**src/rtl/uart_frame_ctrl_pkg.sv**
```systemverilog
`default_nettype none
// ============================================================================
// Module : uart_frame_pkg
// Brief  : Parser state encoding, default frame/baud settings and helpers.
// Rev    : 1.0  initial release
// ============================================================================
package uart_frame_pkg;

   localparam int         DEF_CLK_HZ       = 12_000_000;
   localparam int         DEF_BAUD         = 9600;
   localparam logic [7:0] DEF_SOF          = 8'hA5;
   localparam int         DEF_MAX_LEN      = 16;
   localparam int         DEF_TIMEOUT_BITS = 40;

   typedef enum logic [2:0] {
      ST_IDLE    = 3'd0,
      ST_LEN     = 3'd1,
      ST_PAYLOAD = 3'd2,
      ST_CHECK   = 3'd3,
      ST_DRAIN   = 3'd4
   } state_e;

   function automatic int bps_div(input int clk_hz, input int baud);
      return clk_hz / baud;
   endfunction

   function automatic int bps_half(input int clk_hz, input int baud);
      return bps_div(clk_hz, baud) / 2;
   endfunction

   function automatic int len_width(input int max_len);
      return $clog2(max_len + 1);
   endfunction

endpackage
`default_nettype wire

```
**src/rtl/uart_frame_ctrl_if.sv**
```systemverilog
`default_nettype none
// ============================================================================
// Module : uart_frame_ctrl_if
// Brief  : Receiver beat handshake, byte strobe, payload stream and status.
// Rev    : 1.0  initial release
// ============================================================================
interface uart_frame_ctrl_if;

   logic       bps_en;
   logic       bps_clk;
   logic       rx_data_valid;
   logic [7:0] rx_data;
   logic       out_valid;
   logic       out_ready;
   logic [7:0] out_data;
   logic       out_last;
   logic       busy;
   logic       err_len;
   logic       err_chk;
   logic       err_busy;
   logic       err_timeout;

   modport master (
      input  bps_en, rx_data_valid, rx_data, out_ready,
      output bps_clk, out_valid, out_data, out_last, busy,
             err_len, err_chk, err_busy, err_timeout
   );

   modport slave (
      output bps_en, rx_data_valid, rx_data, out_ready,
      input  bps_clk, out_valid, out_data, out_last, busy,
             err_len, err_chk, err_busy, err_timeout
   );

endinterface
`default_nettype wire

```
**src/rtl/uart_frame_ctrl_bps_gen.sv**
```systemverilog
`default_nettype none
// ============================================================================
// Module : uart_bps_gen
// Brief  : Mid-bit beat strobe, first pulse BPS_HALF clocks after enable.
// Rev    : 1.0  initial release
// ============================================================================
module uart_bps_gen
   import uart_frame_pkg::*;
#(
   parameter int CLK_HZ = DEF_CLK_HZ,
   parameter int BAUD   = DEF_BAUD
) (
   input  logic clk_in,
   input  logic rst_in,
   input  logic bps_en_i,
   output logic bps_clk_o
);

   localparam int BPS_DIV  = bps_div(CLK_HZ, BAUD);
   localparam int BPS_HALF = bps_half(CLK_HZ, BAUD);
   localparam int CNT_W    = $clog2(BPS_DIV);

   logic [CNT_W-1:0] cnt_q, cnt_d;
   logic             bps_clk_q, bps_clk_d;

   // Gating the pulse with the enable drops a beat that would coincide with disable.
   always_comb begin
      cnt_d     = '0;
      bps_clk_d = 1'b0;
      if (bps_en_i) begin
         cnt_d     = (cnt_q == CNT_W'(BPS_DIV - 1)) ? '0 : cnt_q + CNT_W'(1);
         bps_clk_d = (cnt_q == CNT_W'(BPS_HALF - 1));
      end
   end

   always_ff @(posedge clk_in or posedge rst_in) begin
      if (rst_in) begin
         cnt_q     <= '0;
         bps_clk_q <= 1'b0;
      end else begin
         cnt_q     <= cnt_d;
         bps_clk_q <= bps_clk_d;
      end
   end

   assign bps_clk_o = bps_clk_q;

endmodule
`default_nettype wire

```
**src/rtl/uart_frame_ctrl.sv**
```systemverilog
`default_nettype none
// ============================================================================
// Module : uart_frame_ctrl
// Brief  : SOF/LEN/PAYLOAD/CHK frame parser with payload buffer and drain.
//          Optional inter-byte timeout: define UART_FRAME_TIMEOUT_EN.
// Rev    : 1.0  initial release
// ============================================================================
module uart_frame_ctrl
   import uart_frame_pkg::*;
#(
   parameter int         CLK_HZ       = DEF_CLK_HZ,
   parameter int         BAUD         = DEF_BAUD,
   parameter logic [7:0] SOF          = DEF_SOF,
   parameter int         MAX_LEN      = DEF_MAX_LEN,
   parameter int         TIMEOUT_BITS = DEF_TIMEOUT_BITS
) (
   input  logic              clk_in,
   input  logic              rst_in,
   uart_frame_ctrl_if.master bus
);

   localparam int LEN_W = len_width(MAX_LEN);
   localparam int PTR_W = $clog2(MAX_LEN);

   if (MAX_LEN < 2 || MAX_LEN > 255 || TIMEOUT_BITS < 1) begin : g_param_err
      $error("uart_frame_ctrl: unsupported MAX_LEN or TIMEOUT_BITS");
   end

   state_e           state_q, state_d;
   logic [LEN_W-1:0] len_q, len_d;
   logic [PTR_W-1:0] wr_ptr_q, wr_ptr_d;
   logic [PTR_W-1:0] rd_ptr_q, rd_ptr_d;
   logic [7:0]       sum_q, sum_d;
   logic [7:0]       buf_q [MAX_LEN];
   logic             buf_we;
   logic             err_len_q, err_len_d;
   logic             err_chk_q, err_chk_d;
   logic             err_busy_q, err_busy_d;
   logic             len_ok, wr_last, rd_last, draining;

`ifdef UART_FRAME_TIMEOUT_EN
   localparam int TO_LIMIT = TIMEOUT_BITS * bps_div(CLK_HZ, BAUD);
   localparam int TO_W     = $clog2(TO_LIMIT);

   logic [TO_W-1:0] idle_q, idle_d;
   logic            err_to_q, err_to_d;
`endif

   uart_bps_gen #(
      .CLK_HZ (CLK_HZ),
      .BAUD   (BAUD)
   ) u_bps_gen (
      .clk_in    (clk_in),
      .rst_in    (rst_in),
      .bps_en_i  (bus.bps_en),
      .bps_clk_o (bus.bps_clk)
   );

   assign len_ok   = (bus.rx_data != 8'd0) && (bus.rx_data <= 8'(MAX_LEN));
   assign wr_last  = (LEN_W'(wr_ptr_q) == len_q - LEN_W'(1));
   assign rd_last  = (LEN_W'(rd_ptr_q) == len_q - LEN_W'(1));
   assign draining = (state_q == ST_DRAIN);

   always_comb begin
      state_d    = state_q;
      len_d      = len_q;
      wr_ptr_d   = wr_ptr_q;
      rd_ptr_d   = rd_ptr_q;
      sum_d      = sum_q;
      buf_we     = 1'b0;
      err_len_d  = 1'b0;
      err_chk_d  = 1'b0;
      err_busy_d = 1'b0;
`ifdef UART_FRAME_TIMEOUT_EN
      idle_d     = '0;
      err_to_d   = 1'b0;
`endif
      unique case (state_q)
         ST_IDLE: begin
            if (bus.rx_data_valid && bus.rx_data == SOF) state_d = ST_LEN;
         end
         ST_LEN: begin
            if (bus.rx_data_valid) begin
               if (len_ok) begin
                  len_d    = LEN_W'(bus.rx_data);
                  sum_d    = bus.rx_data;
                  wr_ptr_d = '0;
                  state_d  = ST_PAYLOAD;
               end else begin
                  err_len_d = 1'b1;
                  state_d   = ST_IDLE;
               end
            end
         end
         ST_PAYLOAD: begin
            if (bus.rx_data_valid) begin
               buf_we   = 1'b1;
               sum_d    = sum_q + bus.rx_data;
               wr_ptr_d = wr_ptr_q + PTR_W'(1);
               if (wr_last) state_d = ST_CHECK;
            end
         end
         ST_CHECK: begin
            if (bus.rx_data_valid) begin
               if (bus.rx_data == sum_q) begin
                  rd_ptr_d = '0;
                  state_d  = ST_DRAIN;
               end else begin
                  err_chk_d = 1'b1;
                  state_d   = ST_IDLE;
               end
            end
         end
         ST_DRAIN: begin
            // Bytes arriving while the buffer drains are discarded, never parsed.
            if (bus.rx_data_valid) err_busy_d = 1'b1;
            if (bus.out_ready) begin
               if (rd_last) state_d  = ST_IDLE;
               else         rd_ptr_d = rd_ptr_q + PTR_W'(1);
            end
         end
         default: state_d = ST_IDLE;
      endcase
`ifdef UART_FRAME_TIMEOUT_EN
      // A strobe on the expiry cycle takes priority, so only silence can expire.
      if ((state_q == ST_LEN || state_q == ST_PAYLOAD || state_q == ST_CHECK)
          && !bus.rx_data_valid) begin
         if (idle_q == TO_W'(TO_LIMIT - 1)) begin
            err_to_d = 1'b1;
            state_d  = ST_IDLE;
         end else begin
            idle_d = idle_q + TO_W'(1);
         end
      end
`endif
   end

   always_ff @(posedge clk_in or posedge rst_in) begin
      if (rst_in) begin
         state_q    <= ST_IDLE;
         len_q      <= '0;
         wr_ptr_q   <= '0;
         rd_ptr_q   <= '0;
         sum_q      <= '0;
         err_len_q  <= 1'b0;
         err_chk_q  <= 1'b0;
         err_busy_q <= 1'b0;
`ifdef UART_FRAME_TIMEOUT_EN
         idle_q     <= '0;
         err_to_q   <= 1'b0;
`endif
      end else begin
         state_q    <= state_d;
         len_q      <= len_d;
         wr_ptr_q   <= wr_ptr_d;
         rd_ptr_q   <= rd_ptr_d;
         sum_q      <= sum_d;
         err_len_q  <= err_len_d;
         err_chk_q  <= err_chk_d;
         err_busy_q <= err_busy_d;
`ifdef UART_FRAME_TIMEOUT_EN
         idle_q     <= idle_d;
         err_to_q   <= err_to_d;
`endif
      end
   end

   always_ff @(posedge clk_in or posedge rst_in) begin
      if (rst_in) begin
         for (int i = 0; i < MAX_LEN; i++) buf_q[i] <= '0;
      end else if (buf_we) begin
         buf_q[wr_ptr_q] <= bus.rx_data;
      end
   end

   assign bus.out_valid = draining;
   assign bus.out_data  = draining ? buf_q[rd_ptr_q] : 8'd0;
   assign bus.out_last  = draining && rd_last;
   assign bus.busy      = (state_q != ST_IDLE);
   assign bus.err_len   = err_len_q;
   assign bus.err_chk   = err_chk_q;
   assign bus.err_busy  = err_busy_q;
`ifdef UART_FRAME_TIMEOUT_EN
   assign bus.err_timeout = err_to_q;
`else
   assign bus.err_timeout = 1'b0;
`endif

endmodule
`default_nettype wire

```
**src/flat_wrapper.sv**
```systemverilog
// flat-port wrapper written by rule: the top's interface ports become plain ports
module uart_frame_ctrl_flat import uart_frame_pkg::*;
#(
   parameter int         CLK_HZ       = DEF_CLK_HZ,
   parameter int         BAUD         = DEF_BAUD,
   parameter logic [7:0] SOF          = DEF_SOF,
   parameter int         MAX_LEN      = DEF_MAX_LEN,
   parameter int         TIMEOUT_BITS = DEF_TIMEOUT_BITS
)
  (clk_in, rst_in, bus_bps_en, bus_rx_data_valid, bus_rx_data, bus_out_ready, bus_bps_clk, bus_out_valid, bus_out_data, bus_out_last, bus_busy, bus_err_len, bus_err_chk, bus_err_busy, bus_err_timeout);
  uart_frame_ctrl_if bus_i ();
  input  logic clk_in;
  input  logic rst_in;
  input wire logic [$bits(bus_i.bps_en)-1:0] bus_bps_en;
  input wire logic [$bits(bus_i.rx_data_valid)-1:0] bus_rx_data_valid;
  input wire logic [$bits(bus_i.rx_data)-1:0] bus_rx_data;
  input wire logic [$bits(bus_i.out_ready)-1:0] bus_out_ready;
  output wire logic [$bits(bus_i.bps_clk)-1:0] bus_bps_clk;
  output wire logic [$bits(bus_i.out_valid)-1:0] bus_out_valid;
  output wire logic [$bits(bus_i.out_data)-1:0] bus_out_data;
  output wire logic [$bits(bus_i.out_last)-1:0] bus_out_last;
  output wire logic [$bits(bus_i.busy)-1:0] bus_busy;
  output wire logic [$bits(bus_i.err_len)-1:0] bus_err_len;
  output wire logic [$bits(bus_i.err_chk)-1:0] bus_err_chk;
  output wire logic [$bits(bus_i.err_busy)-1:0] bus_err_busy;
  output wire logic [$bits(bus_i.err_timeout)-1:0] bus_err_timeout;
  assign bus_i.bps_en = bus_bps_en;
  assign bus_i.rx_data_valid = bus_rx_data_valid;
  assign bus_i.rx_data = bus_rx_data;
  assign bus_i.out_ready = bus_out_ready;
  assign bus_bps_clk = bus_i.bps_clk;
  assign bus_out_valid = bus_i.out_valid;
  assign bus_out_data = bus_i.out_data;
  assign bus_out_last = bus_i.out_last;
  assign bus_busy = bus_i.busy;
  assign bus_err_len = bus_i.err_len;
  assign bus_err_chk = bus_i.err_chk;
  assign bus_err_busy = bus_i.err_busy;
  assign bus_err_timeout = bus_i.err_timeout;
  uart_frame_ctrl #(.CLK_HZ(CLK_HZ), .BAUD(BAUD), .SOF(SOF), .MAX_LEN(MAX_LEN), .TIMEOUT_BITS(TIMEOUT_BITS)) u_core (.clk_in(clk_in), .rst_in(rst_in), .bus(bus_i));
endmodule
```
**config.mk**
```make
export PLATFORM = sky130hd
export DESIGN_NAME = uart_frame_ctrl_flat
export DESIGN_NICKNAME = d
export VERILOG_FILES = /design/src/rtl/uart_frame_ctrl_pkg.sv /design/src/rtl/uart_frame_ctrl_if.sv /design/src/rtl/uart_frame_ctrl_bps_gen.sv /design/src/rtl/uart_frame_ctrl.sv /design/src/flat_wrapper.sv
export SDC_FILE = /design/constraint.sdc
export NUM_CORES = 1
export LEC_CHECK = 0
export ABC_AREA = 1
export BUFFER_PORTS_ARGS = -buffer_cell sky130_fd_sc_hd__buf_2
export CORE_AREA = 3 3 152 154
export DETAILED_ROUTE_END_ITERATION = 6
export DIE_AREA = 0 0 155 157
export GPL_TIMING_DRIVEN = 1
export PLACE_DENSITY = 0.64
export SLEW_MARGIN = 0
export SYNTH_ARGS = -nofsm -noshare
export SYNTH_HDL_FRONTEND = slang
export SYNTH_SLANG_ARGS = --single-unit
```
**constraint.sdc**
```tcl
create_clock -name clk_in -period 5.1 [get_ports clk_in]
set_input_delay 0 -clock clk_in [delete_from_list [all_inputs] [get_ports clk_in]]
set_output_delay 0 -clock clk_in [all_outputs]
set_load 0.01 [all_outputs]
```
# Word-level counts from Yosys, hierarchy flattened
# Cells that the tools add are included.
classes:
  addsub: 5
  mul: 0
  div_mod_pow: 0
  magnitude_cmp: 4
  eq_ne: 20
  shift: 0
  mux: 42
  bitwise_logic: 2
  reduce_logical: 13
ops:
  columns: ["operator", "n"]
  rows:
  - ["bitwise mux 128 bit", 1]
  - ["two-way mux 8 bit", 7]
  - ["binary-select mux 8 bit (select 4 bit)", 1]
  - ["demux 8 bit (select 4 bit)", 1]
  - ["two-way mux 4 bit", 7]
  - ["two-way mux 3 bit", 8]
  - ["two-way mux 11 bit", 2]
  - ["one-hot mux 4 bit (2 select lines)", 2]
  - ["one-hot mux 8 bit (2 select lines)", 1]
  - ["one-hot mux 3 bit (5 select lines)", 1]
  - ["adder 11 x 1 -> 11 bit (second input constant)", 1]
  - ["== test 11 x 10 -> 1 bit (second input constant)", 1]
  - ["== test 11 bit (second input constant)", 1]
  - ["== test 4 x 5 -> 1 bit", 2]
  - [">= comparator 5 bit (second input constant)", 2]
  - ["two-way mux 1 bit", 10]
  - ["!= test 2 x 1 -> 1 bit (second input constant)", 5]
  - ["!= test 2 bit (second input constant)", 5]
  - ["NOT 4 -> 5 bit", 2]
  - ["adder 4 x 1 -> 4 bit (second input constant)", 2]
  - ["adder 8 bit", 1]
  - ["== test 8 bit", 1]
  - ["== test 8 bit (second input constant)", 1]
  - ["<= comparator 8 x 5 -> 1 bit (second input constant)", 1]
  - ["15 further kinds", 20]
totals:
  register_bits: 167
  latch_bits: 0
  mem_bits_rw: 0
  mem_bits_ro: 0
  in_bits: 13
  output_inout_bits: 16
  wordCells: 112
  memories: 0

# Logic depth before layout (Yosys ltp)
logic_depth:
  ltp_word: 6
  depth_mapped: 13

# By module
# Synthesis repeated with hierarchy kept, for this count alone.
unflattened:
  cells_unflattened: 1076
  hier_area_um2: 8836.0
by_module_without_submodules:
  columns: ["module", "n_inst", "cells_per_inst", "area_per_inst_um2", "seq_area_each_um2"]
  rows:
  - ["uart_frame_ctrl", 1, 997, 8179.1, 3878.7]
  - ["uart_bps_gen", 1, 79, 656.9, 300.3]

# Least setup slack after synthesis
# OpenSTA, ideal clock, no wires.
synth_path:
  path_type: "register -> register"
  startpoint: "reg u_core.state_q[0]"
  endpoint: "reg u_core.buf_q[9] (netlist bit)"
  setup_time_ps: 141
  t_arrival_ps: 1594
  required_time_ps: 4959
  setup_slack_ps: 3365
  path_stages_with_launch: 12
  n_path_buf: 3
  path_cell_list: "dfrtp_1 > inv_1 > nand2_2 > nor2_4 > inv_4 > nor2_8 > inv_4 > buf_8 > buf_12 > nor2_8 > buf_4 > a21oi_1"
synth_via:
  elab_chain_cells: 2
synth_lines:
  columns: ["item", "line", "rtl"]
  rows:
  - ["start: declaration", "uart_frame_ctrl.sv:29", "state_e state_q, state_d;"]
  - ["start signal: assignment", "uart_frame_ctrl.sv:153", "state_q <= state_d;"]
  - ["== test 3 x 2 -> 1 bit", "uart_frame_ctrl.sv:78", "unique case (state_q)"]
  - ["two-way mux 1 bit", "uart_frame_ctrl.sv:78", null]
  - ["end signal: indexed assignment", "uart_frame_ctrl.sv:172", "buf_q[wr_ptr_q] <= bus.rx_data;"]
  - ["end: declaration", "uart_frame_ctrl.sv:34", "logic [7:0] buf_q [MAX_LEN];"]
# No other way between the ends.
# A chain may end at the register's enable or synchronous reset.

# Worst setup path in the final report
layout_path:
  startpoint: "reg u_core.rd_ptr_q[0]"
  endpoint: "out bus_out_data[2]"
layout_via:
  elab_chain_cells: 5
layout_lines:
  columns: ["item", "line", "rtl"]
  rows:
  - ["start: declaration", "uart_frame_ctrl.sv:32", "logic [PTR_W-1:0] rd_ptr_q, rd_ptr_d;"]
  - ["start signal: assignment", "uart_frame_ctrl.sv:156", "rd_ptr_q <= rd_ptr_d;"]
  - ["NOT 4 -> 5 bit (not written as such)", "uart_frame_ctrl.sv:177", "assign bus.out_data = draining ? buf_q[rd_ptr_q] : 8'd0;"]
  - ["binary-select mux 8 bit (select 4 bit)", "uart_frame_ctrl.sv:177", null]
  - ["two-way mux 8 bit (not written as such) (2 in a row)", "uart_frame_ctrl.sv:177", null]
  - ["two-way mux 8 bit", "uart_frame_ctrl.sv:177", null]
  - ["end: declaration", "flat_wrapper.sv:20", "output wire logic [$bits(bus_i.out_data)-1:0] bus_out_data;"]
# No other way between the ends. The select of a mux whose other input is x is not followed.

==> metrics <==
crit share post-route=0.568; final worst slack=between 2000 and 2500 ps; Initial DRT Pass Iterations=5; total number of vias=around 7100; unrepaired setup endpoints after global routing=false; Main synth FF type=dfrtp_1; initial core utilization=0.401; worst path required time=just over 5000 ps; #FFs+latches synth=roughly 170; largest incremental delay on the critical path=780 ps; drt drc=0; pin count of the biggest net entering global routing=74; HP Class=primary input to flop; Core Area=between 20000 and 25000 um^2; Net Sw Power=0.00143 W; register area=4180 um^2; Final Util=0.437; initial antenna violation count=0; GPL Wtd Cong=a little under 0.9; antenna-violating nets left=0; CTS tree=built; multi-input logic area=3720 um^2; CP Cell Sequence=buf_4, a21oi_1, o21ai_0, o21ai_0, o211ai_1, a21oi_1, buf_2; Sink Count=167; status=finished clean; worst path bufs/invs=2; Synth Area in Adders=0.0252; Sequential Power Share=0.435; startpoint types=flop; area grow syn2layout=9.05%; Ports=29; layout cells sized above 1=0.0874; WL final=23.5 mm; H-tree depth=4; metal2 WL=about 10 mm; cell family with most CP delay=compound AO/OA/AOI/OAI gates; ys async rst share=1.00; die extent in y=roughly 160 um; peak fanout along the critical path=between 70 and 80; Worst-path clk slew=roughly 70 ps; Fin Clk Skew=7.64 ps; WL/cell=about 17 um; mean area per synthesized cell=between 8 and 9 um^2; Setup Total Neg Slack=0 ps; # setup viols final=0; remaining global-route overflow=0; Slew HR=0.319; Initial DRC Count=around 600; CTS Buffer Depth=2; highest routed layer=met4; die width=around 160 um; CP Capture Type=primary output; Netlist cell types=slightly above 40; Place WS=roughly 2600 ps; Leakage=between 4 and 5 nW; post-synth net total=~1100; insertion delay to the later sink of the worst-skew pair=about 430 ps; Period minus WS final=around 2900 ps; Net Sw Frac=0.352; Crit-path slowest cell=dfrtp_2; Final nets=approximately 1100; power share of the clock group=0.302; n_diodes=0; max-cap violations=0; compound-gate portion of the synthesized area=0.183; Pwr Density=between 400 and 500 nW/um^2; num rows=54; DIE AREA=between 20000 and 25000 um^2; met1 WL=between 10 and 15 mm; yosys warns=0; most frequent cells in the layout=175 x nand2_1, 165 x dfrtp_1, 143 x o21ai_0; metal3 WL=1.47 mm; actual slew at the worst max-slew pin=1020 ps; mux share of post-synthesis cell area=0; Post-synth EDFFs=0; port bufs=27; Max VDD drop=approximately 0.00023 V; gr usage total=0.201; Cells after Synth=1081; FILL cells=approximately 2200; Comb pwr share=0.263; crit path DAT=2900 ps; final-report max-slew violation count=0; most common cell after layout, fill and taps aside=nand2_1; mapped cell area=between 8000 and 9000 um^2; first-pass GRT wire length=37.8 mm; Root Buffer=clkbuf_16; Pint=approximately 0.0026 W; main combinational cell family by area after synthesis=simple AND/OR/NAND/NOR gates; via/cell ratio=5.20; Final Hold Fails=0; final HPWL from detailed placement=between 15 and 20 mm; vias in the first global route=6805; fmax=roughly 350 MHz; CTS Buf Count=17; Simple-Gate Fraction of Synth Area=0.205; Post-Synth XOR/XNOR Area=0.0120; WS Path Type=flop to primary output; post-synthesis sequential area ratio=0.478
==> through the flow <==
step | instance area (um^2) | hold WS [ps] | power [W] | cells
finish | 9530 | 22.9 | 0.00405 | 1367
global route | 9530 | 25.0 | 0.00433 | 1367
CTS | 9530 | 6.45 | 0.00408 | 1367
detailed placement | 8930 | 143 | 0.00285 | 1330
global placement | 8930 | 142 | 0.00282 | 1330
floorplan | 8740 | 138 | 0.00259 | 1081
==> synth_stat cells, types with 2 or more instances <==
library cell | n | share of area
nor2_4 | 4 | 0.0052
buf_6 | 6 | 0.0077
a21oi_2 | 4 | 0.0040
nand3_1 | 65 | 0.037
o21ai_0 | 143 | 0.082
clkinv_1 | 4 | 0.0017
xor2_1 | 6 | 0.0060
nor4_1 | 4 | 0.0029
nor2_1 | 96 | 0.041
inv_2 | 3 | 0.0013
buf_4 | 3 | 0.0026
dfrtp_1 | 167 | 0.48
clkbuf_1 | 36 | 0.015
a21oi_1 | 126 | 0.072
nor3_1 | 10 | 0.0057
ha_1 | 16 | 0.023
nor4_4 | 3 | 0.0073
o211ai_1 | 20 | 0.017
nor2_2 | 4 | 0.0029
nand4_1 | 10 | 0.0072
buf_1 | 2 | 0.00086
nor3b_1 | 2 | 0.0017
xnor2_1 | 6 | 0.0060
o31ai_1 | 2 | 0.0017
inv_1 | 125 | 0.054
inv_4 | 2 | 0.0014
nor2_8 | 6 | 0.014
nand2_1 | 175 | 0.075
buf_2 | 13 | 0.0074
o21ai_1 | 6 | 0.0034
nand2_2 | 2 | 0.0014
==> per-layer routing <==
metal / up-vias / GRT usage
met4: 0 / 0.0551
met2: 200 / 0.305
li1: 3527 / -
met5: - / 0
met3: 27 / 0.0388
met1: 3359 / 0.293
==> path summary, 6_finish.rpt <==
check / endpoint / start / slack (ps) / cells after the start
worst max-delay path: bus_out_data[2] / u_core.rd_ptr_q[0] / 2200 / 7
worst min-delay path: u_core.buf_q[21] / bus_rx_data[5] / 20 / 3
worst max register to register: u_core.rd_ptr_q[2] / u_core.rd_ptr_q[2] / 2550 / 9
worst min register to register: u_core.u_bps_gen.cnt_q[0] / u_core.u_bps_gen.cnt_q[0] / 520 / 1
max in group asynchronous: u_core.buf_q[74] / rst_in / 3760 / 4
min in group asynchronous: u_core.u_bps_gen.bps_clk_o / rst_in / 200 / 3
==> what timing repair did <==
action	CTS	global route
setup buffers	0	0
hold buffers	5	0
resized for setup	0	0
hold endpoints to repair	83	0
==> area by class of cell <==
cell class | count | share of cell area
timing repair buffer | 36 | 0.0226
tap | 280 | 0.0368
sequential | 167 | 0.439
clock buffer | 20 | 0.0479
inverter | 134 | 0.0538
clock inverter | 12 | 0.00985
multi-input combinational | 718 | 0.390
==> flip-flops by register name, summed over array words and instances, names as in the netlist <==
signal	count
u_core.len_q	5
u_core.u_bps_gen.bps_clk_o	1
u_core.bus.err_chk	1
u_core.bus.err_len	1
u_core.sum_q	8
u_core.u_bps_gen.cnt_q	11
u_core.bus.err_busy	1
u_core.buf_q	128
u_core.rd_ptr_q	4
u_core.state_q	3
u_core.wr_ptr_q	4
==> kinds of logic after synthesis <==
| group | Yosys count |
|---|---|
| buf+inv | 196 |
| xor+xnor | 12 |
| flops | 167 |
| fa+ha+maj | 17 |
| other cells | 1 |
| compound gates | 304 |
| simple gates | 384 |
==> power by group through the flow <==
stage | Sequential, W | Clock (W) | Combinational, W
floorplan | 0.00172 | 0 | 0.000870
global placement | 0.00178 | 0 | 0.00104
detailed placement | 0.00178 | 0 | 0.00106
CTS | 0.00176 | 0.00124 | 0.00107
global route | 0.00180 | 0.00130 | 0.00123
finish | 0.00176 | 0.00122 | 0.00107
==> worst reg2reg max path, stage by stage, from the launching register on <==
cell and delay [ps]:
dfrtp_1 1020, inv_1 550, nand3_1 220, nand2_1 60, nand2_1 60, nor2_1 50
nand3_1 80, nand3_1 190, nand2_1 100, o21ai_0 90
Power figures use the tool's default switching activity.
